### config.mk
export PLATFORM = sky130hd
export DESIGN_NAME = seg7_scan_capture
export DESIGN_NICKNAME = d
export VERILOG_FILES = /design/src/rtl/seg7_pkg.sv /design/src/rtl/seg7_to_bcd.sv /design/src/rtl/seg7_scan_capture.sv
export SDC_FILE = /design/constraint.sdc
export NUM_CORES = 1
export LEC_CHECK = 0
export BUFFER_PORTS_ARGS = -buffer_cell sky130_fd_sc_hd__buf_2
export CORE_ASPECT_RATIO = 1.25
export CORE_MARGIN = 8
export CORE_UTILIZATION = 53
export CTS_CLUSTER_DIAMETER = 60
export DETAILED_ROUTE_END_ITERATION = 10
export GPL_ROUTABILITY_DRIVEN = 0
export MAX_ROUTING_LAYER = met4
export PLACE_DENSITY_LB_ADDON = 0.08
export REMOVE_ABC_BUFFERS = 1
export SYNTH_ARGS = -nofsm -noshare
export SYNTH_HDL_FRONTEND = slang
export SYNTH_SLANG_ARGS = --single-unit
### constraint.sdc
create_clock -name clk -period 2.3 [get_ports clk]
set_clock_uncertainty 0.2 [all_clocks]
set_input_delay 0.23 -clock clk [delete_from_list [all_inputs] [get_ports clk]]
set_output_delay 0.23 -clock clk [all_outputs]
set_load 0.02 [all_outputs]
### src/rtl/seg7_pkg.sv
// seg7_pkg: shared constants for the 7-segment scan capture block.
//   SEG_0..SEG_9 : active-high segment patterns, bit6..0 = a,b,c,d,e,f,g
//   AN_*         : active-low anode selects, one per digit position
//   BCD_BAD      : digit code published for an undecodable pattern
//   state_t      : frame assembly FSM states
package seg7_pkg;
    localparam logic [6:0] SEG_0 = 7'h7E;
    localparam logic [6:0] SEG_1 = 7'h30;
    localparam logic [6:0] SEG_2 = 7'h6D;
    localparam logic [6:0] SEG_3 = 7'h79;
    localparam logic [6:0] SEG_4 = 7'h33;
    localparam logic [6:0] SEG_5 = 7'h5B;
    localparam logic [6:0] SEG_6 = 7'h5F;
    localparam logic [6:0] SEG_7 = 7'h70;
    localparam logic [6:0] SEG_8 = 7'h7F;
    localparam logic [6:0] SEG_9 = 7'h7B;
    localparam logic [3:0] AN_TH   = 4'b0111;
    localparam logic [3:0] AN_HUN  = 4'b1011;
    localparam logic [3:0] AN_TEN  = 4'b1101;
    localparam logic [3:0] AN_ONE  = 4'b1110;
    localparam logic [3:0] BCD_BAD = 4'hF;
    typedef enum logic [1:0] {WAIT_TH, GOT_TH, GOT_HUN, GOT_TEN} state_t;
endpackage

### src/rtl/seg7_to_bcd.sv
// seg7_to_bcd: combinational 7-segment pattern to BCD decoder.
//   seg   in  7  active-high segments, bit6..0 = a,b,c,d,e,f,g
//   valid out 1  pattern is one of the digits 0-9
//   bcd   out 4  decoded digit, BCD_BAD when not valid
module seg7_to_bcd
    import seg7_pkg::*;
(
    input  logic [6:0] seg,
    output logic       valid,
    output logic [3:0] bcd
);
    always_comb begin
        valid = 1'b1;
        bcd   = BCD_BAD;
        case (seg)
            SEG_0: bcd = 4'd0;
            SEG_1: bcd = 4'd1;
            SEG_2: bcd = 4'd2;
            SEG_3: bcd = 4'd3;
            SEG_4: bcd = 4'd4;
            SEG_5: bcd = 4'd5;
            SEG_6: bcd = 4'd6;
            SEG_7: bcd = 4'd7;
            SEG_8: bcd = 4'd8;
            SEG_9: bcd = 4'd9;
            default: valid = 1'b0;
        endcase
    end
endmodule

### src/rtl/seg7_scan_capture.sv
// seg7_scan_capture: samples a multiplexed 4-digit 7-seg bus and publishes complete frames.
//   clk, rst             clock, asynchronous active-high reset
//   an_in[3:0]           active-low anodes, [3]=th .. [0]=one
//   cathodes_in[7:0]     active-low segments, bit7=dp, bit6..0=a..g
//   th,hun,ten,one[3:0]  digits of the last complete frame (4'hF = undecodable)
//   frame_done           1-cycle pulse when a frame is published
//   seg_err              1-cycle pulse after capturing a non-digit pattern
//   stale                no capture for TIMEOUT_CYCLES; cleared by the next frame
//   dp_out[3:0]          per-digit decimal points, only when SEG7_CAP_DP_EN is defined
module seg7_scan_capture
    import seg7_pkg::*;
#(
    parameter int SYNC_STAGES    = 2,
    parameter int SETTLE_CYCLES  = 4,
    parameter int TIMEOUT_CYCLES = 1_000_000
) (
    input  logic       clk,
    input  logic       rst,
    input  logic [3:0] an_in,
    input  logic [7:0] cathodes_in,
    output logic [3:0] th,
    output logic [3:0] hun,
    output logic [3:0] ten,
    output logic [3:0] one,
    output logic       frame_done,
    output logic       seg_err,
    output logic       stale
`ifdef SEG7_CAP_DP_EN
    ,
    output logic [3:0] dp_out
`endif
);
`ifdef SEG7_CAP_DP_EN
    localparam int PW = 12;
    logic [PW-1:0] bus;
    assign bus = {an_in, cathodes_in};
`else
    // dp is dropped before the synchronizer so it cannot disturb the settle count
    localparam int PW = 11;
    logic [PW-1:0] bus;
    logic          unused_dp;
    assign bus       = {an_in, cathodes_in[6:0]};
    assign unused_dp = cathodes_in[7];
`endif
    localparam int SET_W = $clog2(SETTLE_CYCLES + 1);
    localparam int TO_W  = $clog2(TIMEOUT_CYCLES + 1);
    localparam logic [SET_W-1:0] SET_LAST = SET_W'(SETTLE_CYCLES - 1);
    localparam logic [TO_W-1:0]  TO_LAST  = TO_W'(TIMEOUT_CYCLES - 1);
    localparam logic [TO_W-1:0]  TO_MAX   = TO_W'(TIMEOUT_CYCLES);

    logic [PW-1:0]    sync_q [SYNC_STAGES];
    logic [PW-1:0]    pair;
    logic [3:0]       an;
    logic [SET_W-1:0] settle;
    logic [TO_W-1:0]  idle;
    logic             dwell, changed, one_low, capture, timeout, publish, valid;
    logic [3:0]       bcd, sh_th, sh_hun, sh_ten;
    state_t           state, state_n;

    assign pair    = sync_q[SYNC_STAGES-1];
    assign an      = pair[PW-1 -: 4];
    // comparing against the stage before the last means the counter restarts on the
    // same edge the synced pair changes, giving SYNC_STAGES+SETTLE_CYCLES latency
    assign changed = sync_q[SYNC_STAGES-2] != pair;
    assign one_low = an inside {AN_TH, AN_HUN, AN_TEN, AN_ONE};
    assign capture = settle == SET_LAST && one_low && !dwell;
    assign timeout = !capture && idle == TO_LAST;

    seg7_to_bcd u_dec (
        .seg   (~pair[6:0]),
        .valid (valid),
        .bcd   (bcd)
    );

    always_ff @(posedge clk or posedge rst) begin
        if (rst) begin
            for (int i = 0; i < SYNC_STAGES; i++) sync_q[i] <= '1;
            settle <= '0;
            idle   <= '0;
            dwell  <= 1'b0;
        end else begin
            sync_q[0] <= bus;
            for (int i = 1; i < SYNC_STAGES; i++) sync_q[i] <= sync_q[i-1];
            settle <= changed ? '0 : (settle == SET_LAST ? settle : settle + 1'b1);
            idle   <= capture ? '0 : (idle == TO_MAX ? idle : idle + 1'b1);
            dwell  <= changed ? 1'b0 : (dwell | capture);
        end
    end

    always_ff @(posedge clk or posedge rst) begin
        if (rst) state <= WAIT_TH;
        else     state <= state_n;
    end

    // any th capture restarts a frame; any other out-of-order capture abandons it
    always_comb begin
        state_n = state;
        publish = 1'b0;
        if (capture) begin
            if (an == AN_TH)                         state_n = GOT_TH;
            else if (an == AN_HUN && state == GOT_TH)  state_n = GOT_HUN;
            else if (an == AN_TEN && state == GOT_HUN) state_n = GOT_TEN;
            else begin
                state_n = WAIT_TH;
                publish = an == AN_ONE && state == GOT_TEN;
            end
        end else if (timeout) begin
            state_n = WAIT_TH;
        end
    end

    always_ff @(posedge clk or posedge rst) begin
        if (rst) begin
            sh_th      <= '0;
            sh_hun     <= '0;
            sh_ten     <= '0;
            th         <= '0;
            hun        <= '0;
            ten        <= '0;
            one        <= '0;
            frame_done <= 1'b0;
            seg_err    <= 1'b0;
            stale      <= 1'b0;
        end else begin
            frame_done <= publish;
            seg_err    <= capture && !valid;
            if (capture && an == AN_TH)  sh_th  <= bcd;
            if (capture && an == AN_HUN) sh_hun <= bcd;
            if (capture && an == AN_TEN) sh_ten <= bcd;
            if (publish) begin
                th    <= sh_th;
                hun   <= sh_hun;
                ten   <= sh_ten;
                one   <= bcd;
                stale <= 1'b0;
            end else if (timeout) begin
                stale <= 1'b1;
            end
        end
    end

`ifdef SEG7_CAP_DP_EN
    logic [3:1] sh_dp;
    always_ff @(posedge clk or posedge rst) begin
        if (rst) begin
            sh_dp  <= '0;
            dp_out <= '0;
        end else begin
            if (capture && an == AN_TH)  sh_dp[3] <= ~pair[7];
            if (capture && an == AN_HUN) sh_dp[2] <= ~pair[7];
            if (capture && an == AN_TEN) sh_dp[1] <= ~pair[7];
            if (publish) dp_out <= {sh_dp, ~pair[7]};
        end
    end
`endif
endmodule

==> reports/qor.yml <==
route:
  vias: 2710
  routed_wl_mm: 7.101
  drt_iter0_drc: 99
  drcViolationCount: 0
  drt-vias-per-instance: 5.420
  dr.pass1.iters: 5
  ant_nets: 0
  wl_per_cell_um: 14.20
logic_synthesis:
  synth_warnings: 0
  synth.avg_cell_area_um2: 10.17
  syn_area_mm2: 0.003651
  ys_seq_area_frac: 0.5490
  synth_top_area_frac: 0.3907
  async_reset_ff_frac: 1.000
  synth_area_leaders: "dfrtp_1 39%, dfstp_2 16%, nand2_1 5.7%"
  post_synth_num_cell_types: 54
  synth_top_flop_cell: "dfrtp_1"
  synthCells: 359
  ys_seq_elements: 79
  synth-edff-count: 0
  synth_top_area_cell: "dfrtp_1"
hold_path:
  hp-class: "reg2reg"
  min_path_cells: 0
global_routing:
  antenna_found_initial: 0
  grt_overflow_total: 0
  grt_usage: 0.1570
  grt_pass1_wl_mm: 12.16
  grt_max_degree: 80
  grt_pass1_vias: 2649
critical_path:
  reg2reg_depth: 8
  cp_data_arrival_time_ns: 2.23
  crit_start: "settle[0]"
  worstSetupPathType: "reg2reg"
  cpMostUsedCell: "ha_1"
  cp_top_family: "simple AND/OR/NAND/NOR gates"
  startpoint_type: "flop"
  path_depth: 8
  cp_num_buf_inv: 2
  path_cells: "ha_1 > ha_1 > nand3b_1 > or4_1 > buf_4 > clkinv_2 > nor2_1 > a31oi_1"
  reg2reg_from: "settle[0]"
  crit_required_ns: 2.37
  crit_end: "one[1]"
  cpPeakStageDelay_ns: 0.47
  worstPathMaxFanout: 19
  rrSetupSlack_ns: 0.13
  critPathSlowestCell: "or4_1"
  rr_endpoint: "one[1]"
  end_kind: "flop"
clocking:
  hold_buffers: 12
  worstSkewPairLatency_ns: 0.35
  post_cts_resized: 0
  cts.root.buffer_cell: "clkbuf_8"
  clk_path_buf_depth: 2
  postCtsSetupRepairBufs: 0
  cts.sinks: 79
  cts_tree: "built"
  path_clk_slew_ns: 0.08
  h-tree-depth: 3
  cts_buffers: 9
timing:
  setup_tns_ns: 0
  period_minus_slack_ns: 2.166
  hold_viol: 0
  finalMaxSlewViolations: 0
  hold_ws_ns: 0.1659
  setup_slack_ns: 0.1340
  min_period_over_period: 0.9417
  worst_pin_slew_ns: 0.6422
  setup_viol: 0
  fmax_ghz: 0.4617
  grt_setup_unrepaired: "no"
  slew-limit-headroom: 0.5703
power:
  leakagePower_uw: 0.001929
  powerDensity_mw_per_mm2: 612.2
  ir_drop_uv: 422.4
placed_design:
  portBuffers: 31
  pre_cts_ws_ns: 0.1392
  hpwl_mm: 4.739
cells_and_area:
  area_growth_pct: 16.48
  n_antenna_cell: 0
  nets: 423
  postLayoutCoreUtil: 0.6248
  drive_gt1_frac: 0.2244
outcome:
  status: "finished clean"
floorplan:
  core_mm2: 0.006807
  fp-row-count: 34
  die_w_um: 90.24
  ios: 33
  die_height_um: 108.8
  initial_core_util: 0.5364
  fp.dieArea_mm2: 0.009817
run:
  drv_cap: 0
cells in the final DEF (no fill, tap or decap), types with 4 or more instances in the layout:
cell and count:
dfstp_2 22, buf_2 31, nand2b_1 4, dlygate4sd3_1 12, nand4_1 6, a21oi_1 17, nor2_1 28, nand3_1 9
or3_1 5, o31ai_1 9, ha_1 4, nor3b_1 4, buf_4 11, nand2_1 55, clkbuf_8 10, or4_1 5
xnor2_1 4, o21ai_0 14, a31oi_1 4, dfrtp_1 57, xor2_1 18, nor3_1 10, inv_1 10, nor4_1 6
nand4b_1 4
power by group:
part / switching (uW) / total (uW) / internal [uW]
registers: 31.4 / 1460 / 1430
logic: 54.6 / 106 / 51.8
clock network: 486 / 1040 / 555
total: 572 / 2600 / 2030
metrics by stage:
step                instance area [um2]  instances  total power [uW]
floorplan                          3551        339              1533
global placement                   3921        472              1573
detailed placement                 3921        472              1576
CTS                                4253        500              2645
global route                       4253        500              2709
finish                             4253        500              2603
cells by family (layout without fill, tap and decap cells):
family,Yosys count,after routing,synth area share
and+or+nand+nor,161,161,0.2348
DFF,79,79,0.5490
AOI/OAI and AO/OA,59,59,0.1042
buffers and inverters,32,83,0.04010
xor gates and xnor gates,22,22,0.05277
adders and majority gates,4,4,0.01371
muxes,2,2,0.005483
cell type report:
| type | instances | area [um2] |
|---|---|---|
| well taps | 90 | 112.6 |
| multi-input cells | 248 | 1500 |
| fillers | 595 | 2554 |
| repair buffers | 55 | 377.9 |
| clock buffers | 13 | 191.4 |
| flip-flops and latches | 79 | 2004 |
| inverters | 12 | 46.29 |
| clock inverters | 3 | 20.02 |
worst reg2reg max path: stages, from the launching register on:
cell and delay, ns:
dfrtp_1 0.36, ha_1 0.15, ha_1 0.20, nand3b_1 0.09, or4_1 0.47, buf_4 0.22
clkinv_2 0.19, nor2_1 0.07, a31oi_1 0.13
metal layers:
layer	GRT usage	routed length, um	share of wire
met5	-	0	0
met4	0.06555	99	0.014
met3	0.04752	314	0.044
met2	0.2450	3353	0.47
met1	0.1866	3333	0.47
sequential cells by signal, indices dropped and copies added (netlist names):
name and flops:
frame_done 1, state 2, seg_err 1, stale 1
ten 4, th 4, hun 4, pair 11
sync_q 11, settle 3, dwell 1, sh_ten 4
sh_th 4, one 4, sh_hun 4, idle 20
worst min-delay path by stage:
stage,start,to,slack [ns]
global placement,an_in[3],sync_q[21],0.13
CTS,sync_q[15],pair[4],0.17
finish,sync_q[15],pair[4],0.17
floorplan,cathodes_in[0],sync_q[11],0.03
global route,sync_q[15],pair[4],0.17
detailed placement,an_in[3],sync_q[21],0.14
synth_stat cells, types with 2 or more instances:
cell type and number:
a211oi_1 3, a21oi_1 17, a31oi_1 4, and2_1 2
and3_1 3, and3b_1 2, buf_2 8, buf_4 4
clkbuf_1 8, dfrtp_1 57, dfstp_2 22, ha_1 4
inv_1 11, mux2i_1 2, nand2_1 55, nand2b_1 4
nand3_1 9, nand3_2 2, nand4_1 6, nand4b_1 4
nor2_1 28, nor3_1 10, nor3b_1 4, nor4_1 6
nor4b_1 3, nor4bb_1 3, o21ai_0 14, o31ai_1 9
or3_1 5, or3b_2 2, or4_1 5, xnor2_1 4
xor2_1 18
No activity file was read; power rests on OpenSTA's default activity.
